--- src/rtl/vga_pkg.sv ---
// Package: vga_pkg
// Default 640x480@60 Hz raster timing and the shared counter width.
// The top module uses these as parameter defaults and derives its own
// totals and active-window bounds from whatever parameters it receives.
package vga_pkg;

    localparam int CNT_W = 10;

    localparam int DEF_H_SYNC = 96;
    localparam int DEF_H_BP   = 48;
    localparam int DEF_H_ACT  = 640;
    localparam int DEF_H_FP   = 16;
    localparam int DEF_V_SYNC = 2;
    localparam int DEF_V_BP   = 29;
    localparam int DEF_V_ACT  = 480;
    localparam int DEF_V_FP   = 10;

    localparam int DEF_H_TOTAL = DEF_H_SYNC + DEF_H_BP + DEF_H_ACT + DEF_H_FP;  // 800
    localparam int DEF_V_TOTAL = DEF_V_SYNC + DEF_V_BP + DEF_V_ACT + DEF_V_FP;  // 521
    localparam int DEF_H_START = DEF_H_SYNC + DEF_H_BP;                         // 144
    localparam int DEF_H_END   = DEF_H_START + DEF_H_ACT;                       // 784
    localparam int DEF_V_START = DEF_V_SYNC + DEF_V_BP;                         // 31
    localparam int DEF_V_END   = DEF_V_START + DEF_V_ACT;                       // 511

endpackage

--- src/rtl/pixel_tick_gen.sv ---
// Module: pixel_tick_gen
// Divides the board clock to the pixel rate as a clock-enable strobe.
// Ports:
//   clk    - board clock
//   rst_n  - asynchronous active-low reset
//   pix_en - registered strobe, high for one clk when the divider is at CLK_DIV-1
module pixel_tick_gen #(
    parameter int CLK_DIV = 2
) (
    input  logic clk,
    input  logic rst_n,
    output logic pix_en
);

    localparam int DIV_W = (CLK_DIV > 1) ? $clog2(CLK_DIV) : 1;
    localparam logic [DIV_W-1:0] DIV_LAST = DIV_W'(CLK_DIV - 1);

    logic [DIV_W-1:0] div;
    logic [DIV_W-1:0] div_nxt;

    assign div_nxt = (div == DIV_LAST) ? '0 : div + 1'b1;

    // pix_en is decoded from the next divider value so it is high exactly
    // while the divider sits at its last count; with CLK_DIV=1 this makes it
    // a constant 1 from the first clk after reset.
    always_ff @(posedge clk or negedge rst_n) begin
        if (!rst_n) begin
            div    <= '0;
            pix_en <= 1'b0;
        end else begin
            div    <= div_nxt;
            pix_en <= (div_nxt == DIV_LAST);
        end
    end

endmodule

--- src/rtl/vga_timing_controller.sv ---
// Module: vga_timing_controller
// VGA raster timing generator (640x480@60 Hz by default).
// Ports:
//   clk         - board clock
//   rst_n       - asynchronous active-low reset
//   leds_in     - live LED/switch vector
//   hcount      - horizontal pixel position, 0..H_TOTAL-1
//   vcount      - vertical line position, 0..V_TOTAL-1
//   hsync       - active-low horizontal sync
//   vsync       - active-low vertical sync
//   bright      - high inside the active picture region
//   pix_en      - one-clk strobe per pixel
//   frame_start - one-pixel pulse when the raster wraps to (0,0)
//   leds_frame  - leds_in as latched at the most recent frame wrap
module vga_timing_controller
    import vga_pkg::*;
#(
    parameter int CLK_DIV = 2,
    parameter int H_SYNC  = DEF_H_SYNC,
    parameter int H_BP    = DEF_H_BP,
    parameter int H_ACT   = DEF_H_ACT,
    parameter int H_FP    = DEF_H_FP,
    parameter int V_SYNC  = DEF_V_SYNC,
    parameter int V_BP    = DEF_V_BP,
    parameter int V_ACT   = DEF_V_ACT,
    parameter int V_FP    = DEF_V_FP,
    parameter int LED_W   = 6
) (
    input  logic             clk,
    input  logic             rst_n,
    input  logic [LED_W-1:0] leds_in,
    output logic [9:0]       hcount,
    output logic [9:0]       vcount,
    output logic             hsync,
    output logic             vsync,
    output logic             bright,
    output logic             pix_en,
    output logic             frame_start,
    output logic [LED_W-1:0] leds_frame
);

    localparam logic [CNT_W-1:0] H_LAST  = CNT_W'(H_SYNC + H_BP + H_ACT + H_FP - 1);
    localparam logic [CNT_W-1:0] V_LAST  = CNT_W'(V_SYNC + V_BP + V_ACT + V_FP - 1);
    localparam logic [CNT_W-1:0] H_SYNC_C = CNT_W'(H_SYNC);
    localparam logic [CNT_W-1:0] V_SYNC_C = CNT_W'(V_SYNC);
    localparam logic [CNT_W-1:0] H_START = CNT_W'(H_SYNC + H_BP);
    localparam logic [CNT_W-1:0] H_END   = CNT_W'(H_SYNC + H_BP + H_ACT);
    localparam logic [CNT_W-1:0] V_START = CNT_W'(V_SYNC + V_BP);
    localparam logic [CNT_W-1:0] V_END   = CNT_W'(V_SYNC + V_BP + V_ACT);

    logic [CNT_W-1:0] h_nxt;
    logic [CNT_W-1:0] v_nxt;
    logic             wrap_origin;

    pixel_tick_gen #(
        .CLK_DIV (CLK_DIV)
    ) u_tick (
        .clk    (clk),
        .rst_n  (rst_n),
        .pix_en (pix_en)
    );

    always_comb begin
        h_nxt = hcount;
        v_nxt = vcount;
        if (pix_en) begin
            if (hcount == H_LAST) begin
                h_nxt = '0;
                v_nxt = (vcount == V_LAST) ? '0 : vcount + 1'b1;
            end else begin
                h_nxt = hcount + 1'b1;
            end
        end
    end

    // True only on the pixel edge that lands on (0,0); the reset state is
    // already (0,0) but is not reached by a wrap, so the first frame after
    // reset gets no frame_start and keeps leds_frame at zero.
    assign wrap_origin = pix_en && (h_nxt == '0) && (v_nxt == '0);

    // Syncs and bright decode the next counter values so they change on the
    // same clk as hcount/vcount.
    always_ff @(posedge clk or negedge rst_n) begin
        if (!rst_n) begin
            hcount      <= '0;
            vcount      <= '0;
            hsync       <= 1'b0;
            vsync       <= 1'b0;
            bright      <= 1'b0;
            frame_start <= 1'b0;
            leds_frame  <= '0;
        end else begin
            hcount <= h_nxt;
            vcount <= v_nxt;
            hsync  <= (h_nxt >= H_SYNC_C);
            vsync  <= (v_nxt >= V_SYNC_C);
            bright <= (h_nxt >= H_START) && (h_nxt < H_END) &&
                      (v_nxt >= V_START) && (v_nxt < V_END);
            // frame_start only changes on pixel edges, so it lasts one pixel.
            if (pix_en) begin
                frame_start <= wrap_origin;
            end
            if (wrap_origin) begin
                leds_frame <= leds_in;
            end
        end
    end

endmodule
--- config.mk ---
export PLATFORM = sky130hd
export DESIGN_NAME = vga_timing_controller
export DESIGN_NICKNAME = d
export VERILOG_FILES = /design/src/rtl/vga_pkg.sv /design/src/rtl/pixel_tick_gen.sv /design/src/rtl/vga_timing_controller.sv
export SDC_FILE = /design/constraint.sdc
export NUM_CORES = 1
export LEC_CHECK = 0
export ABC_AREA = 1
export ABC_CLOCK_PERIOD_IN_PS = 2000
export BUFFER_PORTS_ARGS = -buffer_cell sky130_fd_sc_hd__buf_4
export CORE_UTILIZATION = 51
export CTS_BUF_LIST = sky130_fd_sc_hd__clkbuf_2
export CTS_CLUSTER_SIZE = 40
export DETAILED_ROUTE_END_ITERATION = 10
export PLACE_DENSITY = 0.78
export SYNTH_ARGS = -nofsm -noshare
export SYNTH_HDL_FRONTEND = slang
export SYNTH_SLANG_ARGS = --single-unit
--- constraint.sdc ---
create_clock -name clk -period 2 [get_ports clk]
set_clock_uncertainty 0.15 [all_clocks]
set_input_delay 0.1 -clock clk [delete_from_list [all_inputs] [get_ports clk]]
set_output_delay 0.1 -clock clk [all_outputs]
set_load 0.05 [all_outputs]
==> results of run 1 <==
Yosys cell counts:
master    number  area, um2
buf_6          2       22.5
nand2_2        3       18.8
buf_4          1       7.51
a21oi_1        2       10.0
dfrtp_1       31        776
ha_1           3       37.5
o21ai_1        3       15.0
nand4_1        8       50.1
inv_2          6       22.5
nand3_4        1       17.5
nor2_1        20       75.1
o21bai_1       1       7.51
nand2_1       71        267
nor2_8         1       20.0
xor2_1         2       17.5
nand3_1       24        120
nand3b_1       2       15.0
nor3b_1        1       7.51
o21ai_0        3       15.0
nand2_4        2       22.5
nor2_2         6       37.5
inv_1         37        139
nor3_1         4       20.0
nand3_2        6       60.1
nor2_4         4       45.0
worst max-delay path, delay by kind of cell, from the launching register on:
kind,cells,cell delay (ns)
adders and majority gates,1,0.17
buffers and inverters,2,0.23
DFF,1,0.47
and+or+nand+nor,11,1.12
per-layer routing:
metal / GRT usage, % / routed length (um) / up-vias
li1: - / - / 961
met1: 34.1 / 2260 / 948
met2: 53.7 / 2890 / 69
met3: 4.96 / 238 / 23
met4: 11.9 / 170 / 0
met5: 0 / 0 / -
sequential cells by signal, indices dropped and copies added (netlist names):
name and cells:
vcount 10, hsync 1, leds_frame 6, u_tick.pix_en 1, hcount 10, frame_start 1
bright 1, vsync 1
worst min path at each step:
stage,start,to,slack [ns],cells after the start
2_1_floorplan,rst_n,bright,-0.35,0
5_1_grt,rst_n,vcount[0],0.03,2
4_1_cts,rst_n,bright,0.02,2
6_report,rst_n,vsync,0.002,2
3_5_place_dp,rst_n,vcount[7],-0.1,1
3_3_place_gp,rst_n,vcount[7],-0.1,1
cell usage in the layout (no fill, tap or decap), types with 2 or more instances in the layout:
master,netlist,final
a21oi_1,2,2
buf_4,1,86
buf_6,2,5
clkbuf_2,0,5
dfrtp_1,31,16
dfrtp_2,0,15
dlygate4sd3_1,0,7
inv_1,37,35
inv_2,6,7
nand2_1,71,58
nand2_2,3,15
nand2_4,2,3
nand3_1,24,18
nand3_2,6,12
nand3b_1,2,2
nand4_1,8,8
nor2_1,20,17
nor2_2,6,6
nor2_4,4,7
nor3_1,4,3
o21ai_1,3,5
xor2_1,2,2
repair_timing:
action | in CTS | in global routing
hold buffers | 7 | 0
cloned | 0 | 0
pin swaps | 2 | 5
hold endpoints to repair | 37 | 0
buffers inserted | 5 | 2
setup endpoints to repair | 9 | 12
gates resized for setup | 12 | 22
power by group through the flow:
stage	Sequential (mW)	Combinational, mW	Clock [mW]
finish	0.627	0.0330	0.440
global route	0.628	0.0370	0.475
CTS	0.627	0.0337	0.438
detailed placement	0.638	0.0229	0
global placement	0.638	0.0227	0
cells by family after synthesis:
group,count (synthesis)
XOR/XNOR,2
buffers and inverters,46
adder cells (fa/ha/maj),3
AND/OR/NAND/NOR,153
flip-flops,31
AO/OA/AOI/OAI,9
final cells by class:
cell class              instances  share of cell area [%]
clock buffers                   5                   0.881
clock inverters                 3                    1.37
multi-input cells             167                    34.8
repair buffers                 98                    27.2
inverters                      43                    5.77
flip-flops and latches         31                    28.0
well taps                      46                    2.03
through the flow:
step | worst slack, ns | instance area (um2)
after floorplan | -0.160 | 1890
after global placement | -0.0777 | 2550
after detailed placement | -0.104 | 2550
after CTS | -0.0612 | 2760
after global routing | -0.333 | 2840
final | -0.218 | 2840
==> run summary, run 1 <==
status: complete, but fails checks
failing checks: setup timing
Seq/Total Area, Yosys: 42.0%
clk slew on worst S/H paths: 0.18 ns
post-synthesis cell area: 1850 um2
multiplexer share of the synthesized area: 0%
hpwl dp: 3620 um
crit path launch type: flop
sw power: 0.250 mW
post-route ant nets: 0
Yosys cell types: 25
wire per inst: 14.1 um
Crit. Startpoint: vcount[1]
clock sinks: 31
max incr delay on CP: 0.47 ns
Reg area: 795 um2
Adder-Cell Fraction of Synth Area: 2.03%
Peak Freq: 451 MHz
die area: 3860 um2
Post-Place Cells: 371
Clock Tree Root: clkbuf_2
Final Cycle Share: 111%
DRT Pass-1 Iters: 4
Slew Viols, Final: 0
# nets final: 357
post-layout util: 83.8%
Ports: 39
# rows: 21
Iter 0 DRT Violations: 72
critical path capture point: leds_frame[3]
leakage power: 1.55 nW
yosys warns: 0
pin count of the biggest net entering global routing: 32
critical path fanouts, max: 7
die height: 62.2 um
Max Cap Viol: 0
Switching Fraction: 22.7%
unrepaired setup endpoints after global routing: true
combinational family with the most area after synthesis: simple AND/OR/NAND/NOR gates
PnR worst setup slack: -0.218 ns
worst reg2reg path depth: 14
initial core utilization: 54.4%
peak supply drop: 0.000458 V
Compound-Gate Fraction of Synth Area: 2.58%
Yosys reg bits: 31
# H-tree levels: 2
Vias/cell: 5.09
Crit Path Class: flop to flop
DRC: 0
DR vias: 2001
n_diodes: 0
syn nets: 255
port bufs: 38
vias in the first global route: 2005
P_int: 0.850 mW
flop-to-flop setup slack: -0.22 ns
overall die width: 62.2 um
initial antenna violation count: 0
Placer Congestion: 0.894
Critical-path top delay cell: dfrtp_2
R2R Path Start: vcount[1]
fin cells: 393
Slew headroom: 74.2%
WL final: 5550 um
CTS tree: done
post-route minimum period: 2.22 ns
Clock Latency Late Sink: 0.39 ns
Synth Instances: 244
Fin. Hold Viols: 0
PD cells: 387 nW/um2
Mean Syn Cell Area: 7.56 um2
worst reg2reg endpoint: leds_frame[3]
Fillers: 211
first-pass GRT wire length: 8890 um
worst hold slack: 0.00248 ns
Fin Setup TNS: -1.60 ns
area share of xor/xnor cells in the synthesized design: 0.949%
TritonCTS buffer count: 5
crit-path cells: inv_1 -> ha_2 -> nand2_1 -> nor2_2 -> nand3_2 -> buf_4 -> nand2_1 -> nand2_1 -> nand2_2 -> nand3_2 -> nor2_4 -> nand3_4 -> nand2_1 -> nand2_1
worst-case clock buffer depth: 2
worst min path class: primary input to asynchronous set/reset pin
Total GRT Usage: 29.5%
Comb power frac: 3.0%
area of the core: 3390 um2
P&R area growth vs syn: 53.9%
Worst Path Arrival: 2.37 ns
layout cells sized above 1: 48.7%
power share of the sequential group: 57.0%
Crit. End Element: flop
cell mode on critical path: nand2_1
setup violators final: 9
area of the multi-input gates: 988 um2
Critical Path RT: 2.15 ns
clock power share: 40.0%
worst-margin pin slew: 0.387 ns
total power draw: 1.10 mW
simple-gate area share of the yosys netlist: 42.0%
total grt overflow: 0
Power figures use the tool's default switching activity.
==> inputs of run 2 (changes only) <==
Settings changed: REMOVE_ABC_BUFFERS set to 1.
==> run 2 against run 1 <==
  * Core utilization down 2.2 points
  * Global-route usage down 1.8 points
  * Worst setup slack better by 0.048 ns
  * Cell count decreased by 1.5%
  * Critical endpoint is now leds_frame[0]
  * Non-clock buffer count is 6 lower
  * Hold slack gained 0.017 ns
  * Highest routed layer unchanged
  * The run still ends with setup timing left
  * Critical path depth rose by 1
==> run summary, run 2 (same netlist as run 1, synthesis figures left out) <==
area of the core: 3390 um2 (unchanged)
vias in the first global route: 1892 (-5.6%)
DRC: 0 (unchanged)
Peak Freq: 461 MHz (+2.2%)
Ports: 39 (unchanged)
Slew Viols, Final: 0 (unchanged)
first-pass GRT wire length: 8330 um (-6.3%)
wire per inst: 12.9 um (-8.6%)
Total GRT Usage: 27.7% (-1.8 points)
WL final: 4990 um (-10%)
Fin. Hold Viols: 0 (unchanged)
fin cells: 387 (-1.5%)
worst-margin pin slew: 0.396 ns (+0.00843 ns)
worst min path class: primary input to asynchronous set/reset pin
Clock Tree Root: clkbuf_2
Crit. End Element: flop
clock sinks: 31 (unchanged)
Vias/cell: 4.99 (-2.1%)
post-route ant nets: 0 (unchanged)
pin count of the biggest net entering global routing: 32 (unchanged)
CTS tree: done
critical path fanouts, max: 7 (unchanged)
Critical Path RT: 2.14 ns (about the same)
Reg area: 776 um2 (-2.4%)
crit path launch type: flop
Fillers: 220 (+4.3%)
peak supply drop: 0.000478 V (+4.2%)
overall die width: 62.2 um (unchanged)
flop-to-flop setup slack: -0.17 ns (+0.05 ns)
failing checks: setup timing
Placer Congestion: 0.938 (+5.0%)
total power draw: 1.09 mW (-0.92%)
# rows: 21 (unchanged)
R2R Path Start: hcount[0]
hpwl dp: 3370 um (-6.9%)
commonest non-fill, non-tap cells in the layout: buf_4, nand2_1, inv_1
n_diodes: 0 (unchanged)
leakage power: 1.54 nW (-0.64%)
dpl ws: -0.203 ns (-0.0985 ns)
die height: 62.2 um (unchanged)
commonest non-fill, non-tap cell in the layout: buf_4
Crit. Startpoint: hcount[0]
unrepaired setup endpoints after global routing: true
TritonCTS buffer count: 5 (unchanged)
# nets final: 351 (-1.7%)
Max Cap Viol: 0 (unchanged)
DRT Pass-1 Iters: 4 (unchanged)
worst reg2reg path depth: 15 (+1)
Slew headroom: 73.6% (-0.56 points)
initial antenna violation count: 0 (unchanged)
Worst Path Arrival: 2.31 ns (-0.06 ns)
PnR worst setup slack: -0.170 ns (+0.0482 ns)
Fin Setup TNS: -1.16 ns (+0.439 ns)
Clock Latency Late Sink: 0.38 ns (about the same)
total grt overflow: 0 (unchanged)
layout cells sized above 1: 43.1% (-5.6 points)
clk slew on worst S/H paths: 0.17 ns (about the same)
setup violators final: 9 (unchanged)
area of the multi-input gates: 967 um2 (-2.2%)
Post-Place Cells: 365 (-1.6%)
worst-case clock buffer depth: 2 (unchanged)
post-route minimum period: 2.17 ns (-0.0482 ns)
port bufs: 38 (unchanged)
Iter 0 DRT Violations: 106 (+47%)
die area: 3860 um2 (unchanged)
top flop regs: hcount (10), vcount (10), leds_frame (6)
DR vias: 1930 (-3.5%)
worst reg2reg endpoint: leds_frame[0]
PD cells: 394 nW/um2 (+1.8%)
status: complete, but fails checks
P&R area growth vs syn: 49.8%
Crit Path Class: flop to flop
Final Cycle Share: 108% (-2.4 points)
initial core utilization: 54.4% (unchanged)
# H-tree levels: 2 (unchanged)
run 2: changes by cell type in the layout (fill, tap and decap cells not counted), sizes merged:
cell	delta
buf	-6
run 2: final cells by class:
type,instances,area share (%)
Clock buffer,5,0.905
Clock inverter,3,1.40
Inverter,43,5.84
Multi-Input combinational cell,167,35.0
Sequential cell,31,28.1
Tap cell,46,2.08
Timing Repair Buffer,92,26.7
run 2: where the power goes:
part / internal (mW) / switching, mW / total [mW]
Combinational: 0.0175 / 0.0161 / 0.0336
Sequential: 0.627 / 0 / 0.627
Clock: 0.206 / 0.224 / 0.430
run 2: worst max-delay path by stage:
stage / to / cells past startpoint / slack, ns
floorplan: leds_frame[0] / 12 / -0.48
global placement: leds_frame[5] / 13 / -0.14
detailed placement: leds_frame[4] / 13 / -0.20
CTS: leds_frame[4] / 15 / -0.12
global route: leds_frame[1] / 15 / -0.32
finish: leds_frame[0] / 15 / -0.17
run 2: layer usage:
| layer | GRT usage, % | up-vias | share of wire [%] | wire length, um |
|---|---|---|---|---|
| met1 | 33.3 | 879 | 42 | 2070 |
| li1 | - | 961 | - | - |
| met3 | 5.88 | 19 | 5.2 | 258 |
| met2 | 47.5 | 71 | 50 | 2470 |
| met4 | 12.2 | 0 | 3.7 | 187 |
| met5 | 0 | - | 0 | 0 |
run 2: worst max-delay path, cell delays in order, from the launching register on:
cell and delay (ns):
dfrtp_1 0.39, ha_2 0.19, nand2_2 0.06, nor2_4 0.14
nand2_2 0.07, nor2_4 0.15, buf_6 0.13, nand2_2 0.04
nand2_2 0.06, nand2_2 0.05, inv_2 0.07, nand2_2 0.07
nor2_4 0.20, nand3_4 0.16, nand2_1 0.11, nand2_1 0.06
run 2: metrics by stage:
stage | hold WS [ns] | utilization (%) | cell area, um2
after floorplan | -0.346 | - | 1820
after detailed placement | -0.0967 | 72.9 | 2470
final | 0.0199 | 81.6 | 2770
after CTS | 0.00741 | 79.8 | 2710
after global routing | 0.0162 | 81.6 | 2770
after global placement | -0.0971 | 72.9 | 2470
run 2: timing repair:
item / 4_1_cts / 5_1_grt
gates resized for setup: 20 / 14
setup buffers: 5 / 2
endpoints found under the setup margin: 9 / 10
pin swaps: 16 / 12
hold endpoints to repair: 37 / 0
hold buffers: 7 / 0
